`src/rtl/pc_call_stack.sv`:
```
// pc_call_stack: next-address source for the program counter.
// Resolves JMP / CALL / RET requests combinationally so the PC can be
// redirected with zero added latency, and keeps a LIFO of return addresses
// (PC_COUNT+1) that is pushed on CALL and popped on RET. Rejected requests
// (overflow, underflow, more than one request at once) leave the stack alone,
// suppress the load and set a sticky error flag.
module pc_call_stack #(
  parameter int AW    = 10,
  parameter int DEPTH = 8,
  parameter int CW    = $clog2(DEPTH + 1)
) (
  input  logic          CLK,
  input  logic          RST_N,
  input  logic [AW-1:0] PC_COUNT,
  input  logic [AW-1:0] TARGET,
  input  logic          JMP,
  input  logic          CALL,
  input  logic          RET,
  input  logic          ERR_CLR,
  output logic [AW-1:0] DIN,
  output logic          LD,
  output logic          STK_EMPTY,
  output logic          STK_FULL,
  output logic [CW-1:0] STK_CNT,
  output logic          STK_ERR
);

  // Pointer width into the storage array; DEPTH is a power of two.
  localparam int PW = $clog2(DEPTH);

  // Decoded request kinds.
  typedef enum logic [2:0] {
    OP_NONE  = 3'd0,
    OP_JMP   = 3'd1,
    OP_PUSH  = 3'd2,
    OP_POP   = 3'd3,
    OP_ERROR = 3'd4
  } op_e;

  logic [AW-1:0] mem_r [DEPTH];
  logic [CW-1:0] cnt_r;
  logic          err_r;

  logic [1:0]    req_num_s;
  logic          full_s;
  logic          empty_s;
  logic [PW-1:0] wr_idx_s;
  logic [PW-1:0] top_idx_s;
  logic [AW-1:0] pc_inc_s;
  op_e           op_s;

  assign full_s    = (cnt_r == CW'(DEPTH));
  assign empty_s   = (cnt_r == CW'(0));
  // On a full stack wr_idx_s aliases entry 0, but pushes are blocked then.
  assign wr_idx_s  = PW'(cnt_r);
  assign top_idx_s = PW'(cnt_r - CW'(1));
  // Return address wraps at AW bits (all-ones + 1 -> 0).
  assign pc_inc_s  = PC_COUNT + AW'(1);
  assign req_num_s = 2'(JMP) + 2'(CALL) + 2'(RET);

  // Classify this cycle's request from the request lines and the stack level.
  always_comb begin
    op_s = OP_NONE;
    if (req_num_s > 2'd1) begin
      op_s = OP_ERROR;
    end else if (JMP) begin
      op_s = OP_JMP;
    end else if (CALL) begin
      op_s = full_s ? OP_ERROR : OP_PUSH;
    end else if (RET) begin
      op_s = empty_s ? OP_ERROR : OP_POP;
    end else begin
      op_s = OP_NONE;
    end
  end

  // Drive the PC load enable and next address for the decoded request.
  always_comb begin
    DIN = pc_inc_s;
    LD  = 1'b0;
    case (op_s)
      OP_JMP: begin
        DIN = TARGET;
        LD  = 1'b1;
      end
      OP_PUSH: begin
        DIN = TARGET;
        LD  = 1'b1;
      end
      OP_POP: begin
        DIN = mem_r[top_idx_s];
        LD  = 1'b1;
      end
      default: begin
        DIN = pc_inc_s;
        LD  = 1'b0;
      end
    endcase
  end

  // Stack storage and occupancy; popped entries are left in place.
  always_ff @(posedge CLK or negedge RST_N) begin
    if (!RST_N) begin
      cnt_r <= CW'(0);
      for (int i = 0; i < DEPTH; i++) begin
        mem_r[i] <= AW'(0);
      end
    end else begin
      case (op_s)
        OP_PUSH: begin
          mem_r[wr_idx_s] <= pc_inc_s;
          cnt_r           <= cnt_r + CW'(1);
        end
        OP_POP: begin
          cnt_r <= cnt_r - CW'(1);
        end
        default: begin
          cnt_r <= cnt_r;
        end
      endcase
    end
  end

  // Sticky error flag; a new error in the clearing cycle keeps it set.
  always_ff @(posedge CLK or negedge RST_N) begin
    if (!RST_N) begin
      err_r <= 1'b0;
    end else if (op_s == OP_ERROR) begin
      err_r <= 1'b1;
    end else if (ERR_CLR) begin
      err_r <= 1'b0;
    end else begin
      err_r <= err_r;
    end
  end

  assign STK_CNT   = cnt_r;
  assign STK_FULL  = full_s;
  assign STK_EMPTY = empty_s;
  assign STK_ERR   = err_r;

endmodule

```
`config.mk`:
```
export PLATFORM = sky130hd
export DESIGN_NAME = pc_call_stack
export DESIGN_NICKNAME = d
export VERILOG_FILES = /design/src/rtl/pc_call_stack.sv
export SDC_FILE = /design/constraint.sdc
export NUM_CORES = 1
export LEC_CHECK = 0
export ABC_AREA = 0
export BUFFER_PORTS_ARGS = -buffer_cell sky130_fd_sc_hd__buf_2
export CAP_MARGIN = 25
export CORE_MARGIN = 2
export CORE_UTILIZATION = 46
export CTS_CLUSTER_DIAMETER = 150
export DETAILED_ROUTE_END_ITERATION = 8
export PLACE_DENSITY = 0.7
export SLEW_MARGIN = 20
export SYNTH_ARGS = -nofsm -noshare
export SYNTH_HDL_FRONTEND = slang
export SYNTH_SLANG_ARGS = --single-unit
export TNS_END_PERCENT = 1
```
`constraint.sdc`:
```
create_clock -name CLK -period 4.55 [get_ports CLK]
set_clock_uncertainty 0.1 [all_clocks]
set_input_delay 0.91 -clock CLK [delete_from_list [all_inputs] [get_ports CLK]]
set_output_delay 0.91 -clock CLK [all_outputs]
set_load 0.03 [all_outputs]
```
* Word-level counts from Yosys, hierarchy flattened
Index checks and enable logic that the tools add are counted.
** Storage, ports and cells
- Logic and storage cells :: 49
- Input bits :: 26
- Register bits :: 85
- Output and inout bits :: 18
** Cells by class
- Equal/unequal tests :: 5
- Add/subtract/negate cells :: 5
- Bitwise operators :: 2
- Reductions and logical operators :: 6
- $lt $le $gt $ge :: 4
- Mux-type cells :: 17
** Operator list (count)
- 80-bit bitwise mux :: 1
- 10-bit binary-select mux with 3-bit select :: 1
- 10-bit demux with 3-bit select :: 1
- 10-bit two-way mux :: 3
- 10-bit one-hot mux with 2 select lines :: 1
- 3-bit two-way mux :: 6
- 10-bit by 1-bit adder with 10-bit output, second input constant :: 1
- 4-bit >= comparator, second input constant :: 2
- 3-bit inverter with 4-bit output :: 2
- 4-bit one-hot mux with 2 select lines :: 1
- 3-bit by 2-bit equality test with 1-bit output, second input constant :: 2
- 4-bit by 1-bit adder with 4-bit output, second input constant :: 1
- 4-bit equality test, second input constant :: 1
- 4-bit logical NOT :: 1
- 4-bit by 1-bit < comparator with 1-bit output, second input constant :: 1
- 2-bit nonzero test :: 2
- 4-bit by 1-bit subtractor with 4-bit output, second input constant :: 1
- 3-bit by 1-bit equality test with 1-bit output, second input constant :: 1
- 3-bit equality test, second input constant :: 1
- 1-bit two-way mux :: 3
- 3-bit OR reduction :: 1
- 1-bit by 1-bit adder with 2-bit output :: 1
- 2-bit by 1-bit adder with 2-bit output :: 1
- 2-bit by 1-bit > comparator with 1-bit output, second input constant :: 1
- 2 further kinds :: 2

* Longest topological paths before layout
Gate-level depths: netlist of the first run.
- Depth in word-level cells :: 9
- Gate-level depth with buffers :: 9
- Gate-level depth less buffers :: 7

* Worst setup path after synthesis of the first run
OpenSTA, ideal clock, no wires.
- Path type :: register to output
- From :: reg cnt_r[0], in the netlist STK_CNT[0]
- To :: out DIN[9]
- Required time :: 3.540 ns
- Path buffers :: 2
- Stages on the path, launching flop included :: 10
- Slack :: 0.926 ns
- Arrival :: 2.614 ns
- Path through :: dfrtp_1 buf_2 inv_2 ha_1 or3b_1 buf_2 inv_1 nor3_1 a211oi_1 a32oi_1
** On the way
- Elaborated cells on any way between the ends :: 18
- Classes of those cells :: 1 x add/sub; 4 x eq/ne; 10 x mux; 1 x bitwise; 2 x reduce/logical
** RTL lines
- start: declaration :: RTL line 41 : logic [CW-1:0] cnt_r;
- start signal: assignment :: RTL line 112 : cnt_r <= cnt_r + CW'(1);
- start signal: assignment :: RTL line 115 : cnt_r <= cnt_r - CW'(1);
- start signal: assignment :: RTL line 118 : cnt_r <= cnt_r;
- 4-bit by 1-bit subtractor with 4-bit output
- via top_idx_s[0] :: RTL line 48 : logic [PW-1:0] top_idx_s;
- 3-bit inverter with 4-bit output (implied by the code) :: RTL line 91 : DIN = mem_r[top_idx_s];
- 10-bit binary-select mux with 3-bit select :: RTL line 91
- 10-bit two-way mux (implied by the code) (2 in a row) :: RTL line 91
- 10-bit one-hot mux with 2 select lines :: RTL line 81 : case (op_s)
- end: declaration :: RTL line 20 : output logic [AW-1:0] DIN,
The timed path passes the listed nets, and every way through them passes these cells. The select of a mux whose other input is x is not followed.

* Worst setup path in the final report of the first run
- From :: reg cnt_r[0], in the netlist STK_CNT[0]
- To :: out DIN[1]
The elaborated chain is that of the path after synthesis.

==> metrics.cfg, run 1 <==
[sta]
report.final.hold_viol_count = 0
unrepaired_setup_endpoints_after_global_routing = false
final_max_slew_viol_count = 0
fmax_mhz = 239
worst_slack_ps = 370
max_slew_margin_pct = 47.9
timing_worst_slew_pin_value_ps = 782
setup_total_negative_slack_ps = 0
finalSetupViolations = 0
min_period_over_period_pct = 91.9
layout_min_cycle_time_ps = 4180

[logic_synthesis]
yosys.cell_types.count = 47
synth-edff-count = 0
synth_top_area_share_pct = 46.9
yosys_most_used_dff = sky130_fd_sc_hd__dfrtp_1
postSynthAreaPerCell_sq_um = 13.8
postSynthCellCount = 328
syn-cell-area_sq_mm = 0.00454
synthArstFlopShare_pct = 100
postSynthRegisterBits = 85
count_of_warnings_emitted_by_yosys = 0
synth.area.top_cells = sky130_fd_sc_hd__dfrtp_1, sky130_fd_sc_hd__mux2_2, sky130_fd_sc_hd__mux4_2
synth.largest_area_cell = sky130_fd_sc_hd__dfrtp_1
seq_area_frac_synth_pct = 46.9
postSynthNetCount = 358

[detailed_routing]
drt-vias-per-instance = 5.63
routed_wirelength_mm = 10.1
drc = 0
final_routed_wire_length_divided_by_cell_count_microns = 19.7
dr_total_vias = 2896
router_iterations_before_antenna_repair = 4
antenna_violating_nets_post_route = 0
drt_first_iter_violations = 170

[global_route]
grt-busiest-layer = met2
global_route.usage.total_pct = 20.3
grt_antenna_before_repair = 1
global_route.usage.met3_pct = 5.44
global_route_wire_length_before_repair_mm = 15.8
first_global_vias = 2926
grt.overflow.total = 0
global_route.usage.met1_pct = 27.8
met2_usage_pct = 32.9
grt_max_degree = 52

[die]
die_width_microns = 103
die-height_microns = 103
num_rows = 36
placeableCoreArea_sq_mm = 0.00968
die-area_sq_mm = 0.0107
top_level_ports = 44
starting_density_of_the_core_pct = 46.8

[final_layout]
fraction_of_final_layout_cells_with_drive_strength_greater_than_1_pct = 46.2
area_growth_syn_to_layout_pct = 13.0
fill_cells = 837
design.final.nets = 406
num_antenna_cells = 0

[setup_path]
endpoint_kind = output pin
crit_path_max_fanout = 11
timing.reg2reg.worst_path_depth = 7
startpoint_type = flop
path_buf_inv = 2
rr_startpoint = STK_CNT[1]
critPathTopFamily = simple AND/OR/NAND/NOR gates
timing.critical_path.arrival_ps = 3170
worst-endpoint-required_ps = 3540
reg2reg_setup_slack_ps = 1860
timing.critical_path.slowest_cell_delay_ps = 580
reg2reg_to = mem_r[13]
critical_path.cell_chain = inv_2, ha_2, or3b_1, a221oi_2, nand2b_1, a221o_1, buf_2
critical_path_class = flop to output pin
cp_slowest_cell = sky130_fd_sc_hd__nand2b_1
worst_setup_path_startpoint = STK_CNT[0]

[clock_network]
cts_buffers = 9
holdBufCountCts = 0
cts_post_setup_buffers_inserted = 0
worst_skew_pair.late_latency_ps = 360
ctsHtreeMaxLevel = 3
tritoncts = built
cts_max_path_buffers = 2
cts_resized = 0
clk_pin_slew_ps = 90
cts.sink_count = 85
clockRootBuffer = sky130_fd_sc_hd__clkbuf_8

[placed_design]
hpwlAfterDp_mm = 6.79
globalplace.congestion = 0.821
pre_cts_slack_ps = 560
buffer_ports.inserted = 43

[power]
power_leakage_nw = 2.44
max-vdd-ir-drop_v = 0.000313
power_density_mw_per_mm2 = 624

[status]
run_status = completed

[run]
max_cap_violations = 0

[min_path]
timing.hold.worst.class = primary input to async pin

[flip-flops by register name (all words and copies together) (netlist names)]
register and flops:
mem_r 80, STK_ERR 1, STK_CNT 4
[kinds of logic (layout without fill, tap and decap cells)]
group	after synthesis	in the layout	synth area share (%)
and+or+nand+nor	54	54	7.61
xor gates and xnor gates	15	15	3.06
AOI/OAI and AO/OA	25	25	4.63
muxes	122	122	33.5
buffers and inverters	23	76	3.14
adders and majority gates	4	4	1.10
DFF	85	85	46.9
[metal layers]
| metal | wire [microns] | share of wire [%] |
|---|---|---|
| met5 | 0 | 0 |
| met4 | 104 | 1.0 |
| met3 | 507 | 5.0 |
| met2 | 4920 | 49 |
| met1 | 4610 | 45 |
[worst max path at each step]
stage	slack (ps)	cells past startpoint	to
floorplan	930	9	DIN[9]
global placement	600	7	DIN[9]
detailed placement	560	7	DIN[9]
CTS	360	8	DIN[1]
global route	230	8	DIN[1]
finish	370	7	DIN[1]
[layout make-up]
type	instances	area, sq um	area share (%)
multi-input cells	220	2270	44.3
repair buffers	54	320	6.25
flip-flops and latches	85	2130	41.5
clock inverters	7	97.6	1.90
clock buffers	9	124	2.42
well taps	133	166	3.25
inverters	6	22.5	0.439
[synth_stat cells (all sizes together), types with 5 or more instances]
| cell type | instances |
|---|---|
| dfrtp | 85 |
| mux2 | 80 |
| mux2i | 29 |
| buf | 17 |
| mux4 | 13 |
| nand2 | 9 |
| xnor2 | 9 |
| nor2 | 8 |
| a221o | 7 |
| inv | 6 |
| nand2b | 6 |
| nand3 | 6 |
| xor2 | 6 |
| nor2b | 5 |
| nor3 | 5 |
[stage by stage]
step / power [mW] / instance area [sq um] / utilization (%) / hold WS, ps / std cells
6_report: 3.20 / 5130 / 52.9 / 393 / 514
4_1_cts: 3.22 / 5130 / 52.9 / 396 / 514
5_1_grt: 3.39 / 5130 / 52.9 / 407 / 514
2_1_floorplan: 2.32 / 4540 / - / 352 / 328
3_3_place_gp: 2.59 / 4880 / 50.4 / 365 / 497
3_5_place_dp: 2.62 / 4900 / 50.6 / 377 / 498
[cells in the final DEF (no fill, tap or decap), types with 5 or more instances in the layout]
cell                        n
sky130_fd_sc_hd__mux4_2    13
sky130_fd_sc_hd__xor2_1     6
sky130_fd_sc_hd__buf_4     11
sky130_fd_sc_hd__xnor2_1    8
sky130_fd_sc_hd__dfrtp_1   85
sky130_fd_sc_hd__buf_2     42
sky130_fd_sc_hd__nor2_1     8
sky130_fd_sc_hd__nand2b_1   6
sky130_fd_sc_hd__clkbuf_8   9
sky130_fd_sc_hd__a221o_1    7
sky130_fd_sc_hd__nand2_1    5
sky130_fd_sc_hd__mux2_4    10
sky130_fd_sc_hd__nand3_1    6
sky130_fd_sc_hd__mux2i_1   29
sky130_fd_sc_hd__mux2_2    66
sky130_fd_sc_hd__nor2b_1    5
[where the power goes]
part | internal [mW] | switching, mW | total [mW]
clock | 0.311 | 0.286 | 0.597
combinational | 0.725 | 0.670 | 1.40
sequential | 1.04 | 0.170 | 1.21
total | 2.08 | 1.13 | 3.20
Power figures use the tool's default switching activity.
==> run 2: changes to the inputs <==
CELL_PAD_IN_SITES_DETAIL_PLACEMENT = 0   (was default)
CELL_PAD_IN_SITES_GLOBAL_PLACEMENT = 2   (was default)
CORE_UTILIZATION = 45   (was 46)
PLACE_DENSITY = 0.9   (was 0.7)
==> run 2 against run 1 <==
- worst setup slack improved by 97 ps
- routed wire length decreased by 1.5%
- clock-buffer cell count up 2
- register-to-register slack better by 60 ps
- fmax grew 2.4%
- final cell count fell by 0.19%
- critical path type unchanged
- largest power group unchanged
==> metrics.cfg, run 2 (synthesis gave the netlist of run 1 again) <==
[status]
run_status = completed

[global_route]
grt_antenna_before_repair = 0  ; -1
grt_max_degree = 52  ; unchanged
grt.overflow.total = 0  ; unchanged
global_route_wire_length_before_repair_mm = 16.4  ; +3.2%
global_route.usage.total_pct = 19.5  ; -0.82 points
first_global_vias = 3007  ; +2.8%

[final_layout]
num_antenna_cells = 0  ; unchanged
area_growth_syn_to_layout_pct = 12.7
final_util_pct = 52.3  ; -0.64 points
largest_register_ffs = 80  ; unchanged
fraction_of_final_layout_cells_with_drive_strength_greater_than_1_pct = 45.8  ; -0.40 points
final_common_cell = sky130_fd_sc_hd__dfrtp_1
regMostFlops = mem_r
post_layout_nonfiller_instances = 513  ; -0.19%
finish.instance_area_sq_mm = 0.00511  ; -0.29%
design.final.nets = 406  ; unchanged
mostFrequentLayoutCells = sky130_fd_sc_hd__dfrtp_1, sky130_fd_sc_hd__mux2_2, sky130_fd_sc_hd__buf_2, sky130_fd_sc_hd__mux2i_1, sky130_fd_sc_hd__mux4_2

[clock_network]
cts_resized = 0  ; unchanged
clk_pin_slew_ps = 80  ; about the same
ctsHtreeMaxLevel = 3  ; unchanged
clockRootBuffer = sky130_fd_sc_hd__clkbuf_8
cts_max_path_buffers = 2  ; unchanged
worst_skew_pair.late_latency_ps = 350  ; about the same
cts_post_setup_buffers_inserted = 0  ; unchanged
cts.sink_count = 85  ; unchanged
cts_buffers = 9  ; unchanged
holdBufCountCts = 0  ; unchanged
tritoncts = built

[die]
die-area_sq_mm = 0.0109  ; +2.1%
starting_density_of_the_core_pct = 46.4  ; -0.43 points
placeableCoreArea_sq_mm = 0.00977  ; +0.93%
top_level_ports = 44  ; unchanged
num_rows = 36  ; unchanged
die_width_microns = 104  ; +1.1%
die-height_microns = 104  ; +1.1%

[setup_path]
critPathTopFamily = simple AND/OR/NAND/NOR gates
startpoint_type = flop
crit_path_max_fanout = 9  ; -2
cp_slowest_cell = sky130_fd_sc_hd__or3b_1
timing.critical_path.slowest_cell_delay_ps = 490  ; -90 ps
path_buf_inv = 3  ; +1
worst-endpoint-required_ps = 3540  ; about the same
timing.critical_path.arrival_ps = 3070  ; -100 ps
critical_path_class = flop to output pin
endpoint_kind = output pin
critical_path.cell_chain = inv_2, ha_2, or3b_1, a221oi_2, nand2b_1, buf_4, a221o_1, buf_2

[run]
max_cap_violations = 0  ; unchanged

[sta]
max_slew_margin_pct = 48.1  ; +0.21 points
worst_slack_ps = 467  ; +97.0 ps
unrepaired_setup_endpoints_after_global_routing = false
min_period_over_period_pct = 89.7  ; -2.1 points
report.final.hold_viol_count = 0  ; unchanged
hold_slack_ps = 390  ; -2.29 ps
setup_total_negative_slack_ps = 0  ; unchanged
finalSetupViolations = 0  ; unchanged
fmax_mhz = 245  ; +2.4%
timing_worst_slew_pin_value_ps = 774  ; -8.65 ps
final_max_slew_viol_count = 0  ; unchanged
layout_min_cycle_time_ps = 4080  ; -97.0 ps

[power]
power_leakage_nw = 2.43  ; -0.12%
reg_power_share_pct = 38.2  ; +0.4 points
max-vdd-ir-drop_v = 0.000267  ; -15%
total_power_mw = 3.17  ; -1.1%
power_density_mw_per_mm2 = 620  ; -0.80%
total_switching_power_mw = 1.09  ; -3.1%
power.clock.fraction_pct = 18.4  ; -0.3 points
switching_share_pct = 34.4  ; -0.72 points
share_comb_of_total_power_pct = 43.3  ; -0.3 points
internal_power_mw = 2.08  ; about the same

[detailed_routing]
drt_first_iter_violations = 124  ; -27%
final_routed_wire_length_divided_by_cell_count_microns = 19.5  ; -1.3%
routed_wirelength_mm = 9.99  ; -1.5%
router_iterations_before_antenna_repair = 4  ; unchanged
antenna_violating_nets_post_route = 0  ; unchanged
drt-vias-per-instance = 5.62  ; -0.29%
dr_total_vias = 2882  ; -0.48%
drc = 0  ; unchanged

[placed_design]
pre_cts_slack_ps = 704  ; +144 ps
post-place-cells = 498  ; unchanged
buffer_ports.inserted = 43  ; unchanged
hpwlAfterDp_mm = 6.79  ; about the same
post_dp_area_sq_mm = 0.00490  ; -0.15%
globalplace.congestion = 0.764  ; -6.9%

[min_path]
timing.hold.worst.class = flop to flop

run 2: changes by cell type in the layout (fill, tap and decap cells not counted), sizes merged:
cell / change
clkbuf: +2
clkinv: -1
clkinvlp: -1
inv: -1
run 2: power groups by stage:
| stage | clock [mW] | sequential (mW) | combinational (mW) |
|---|---|---|---|
| 4_1_cts | 0.597 | 1.21 | 1.39 |
| 6_report | 0.584 | 1.21 | 1.37 |
| 5_1_grt | 0.627 | 1.25 | 1.48 |
| 3_5_place_dp | 0 | 1.23 | 1.39 |
| 3_3_place_gp | 0 | 1.21 | 1.37 |
| 2_1_floorplan | 0 | 1.19 | 1.12 |
run 2: layer usage:
metal | vias to the layer above | GRT usage [%] | wire, microns
met5 | - | 0 | 0
met4 | 0 | 4.83 | 131
met3 | 11 | 3.95 | 410
met2 | 64 | 30.3 | 4700
met1 | 1483 | 27.9 | 4740
li1 | 1324 | - | -
run 2: worst register-to-register path: stages, from the launching register on:
cell                       delay (ps)
sky130_fd_sc_hd__dfrtp_1          510
sky130_fd_sc_hd__inv_1            110
sky130_fd_sc_hd__ha_2             230
sky130_fd_sc_hd__nand3b_2         120
sky130_fd_sc_hd__inv_2             60
sky130_fd_sc_hd__or3_4            350
sky130_fd_sc_hd__and2b_1          670
sky130_fd_sc_hd__mux2_4           360
run 2: final cells by class:
| class | count | area, sq um |
|---|---|---|
| Fill cell | 869 | 4660 |
| Multi-Input combinational cell | 220 | 2270 |
| Sequential cell | 85 | 2130 |
| Timing Repair Buffer | 54 | 313 |
| Tap cell | 133 | 166 |
| Clock buffer | 11 | 141 |
| Clock inverter | 4 | 72.6 |
| Inverter | 6 | 22.5 |
run 2: final timing paths:
| check | start | endpoint | slack [ps] | cells past startpoint |
|---|---|---|---|---|
| setup / recovery | STK_CNT[0] | DIN[2] | 470 | 8 |
| hold / removal | mem_r[59] | mem_r[59] | 390 | 1 |
| setup reg to reg | STK_CNT[1] | mem_r[18] | 1920 | 7 |
| hold reg to reg | mem_r[59] | mem_r[59] | 390 | 1 |
| max in group asynchronous | RST_N | mem_r[16] | 3230 | 2 |
| min in group asynchronous | RST_N | mem_r[14] | 490 | 1 |
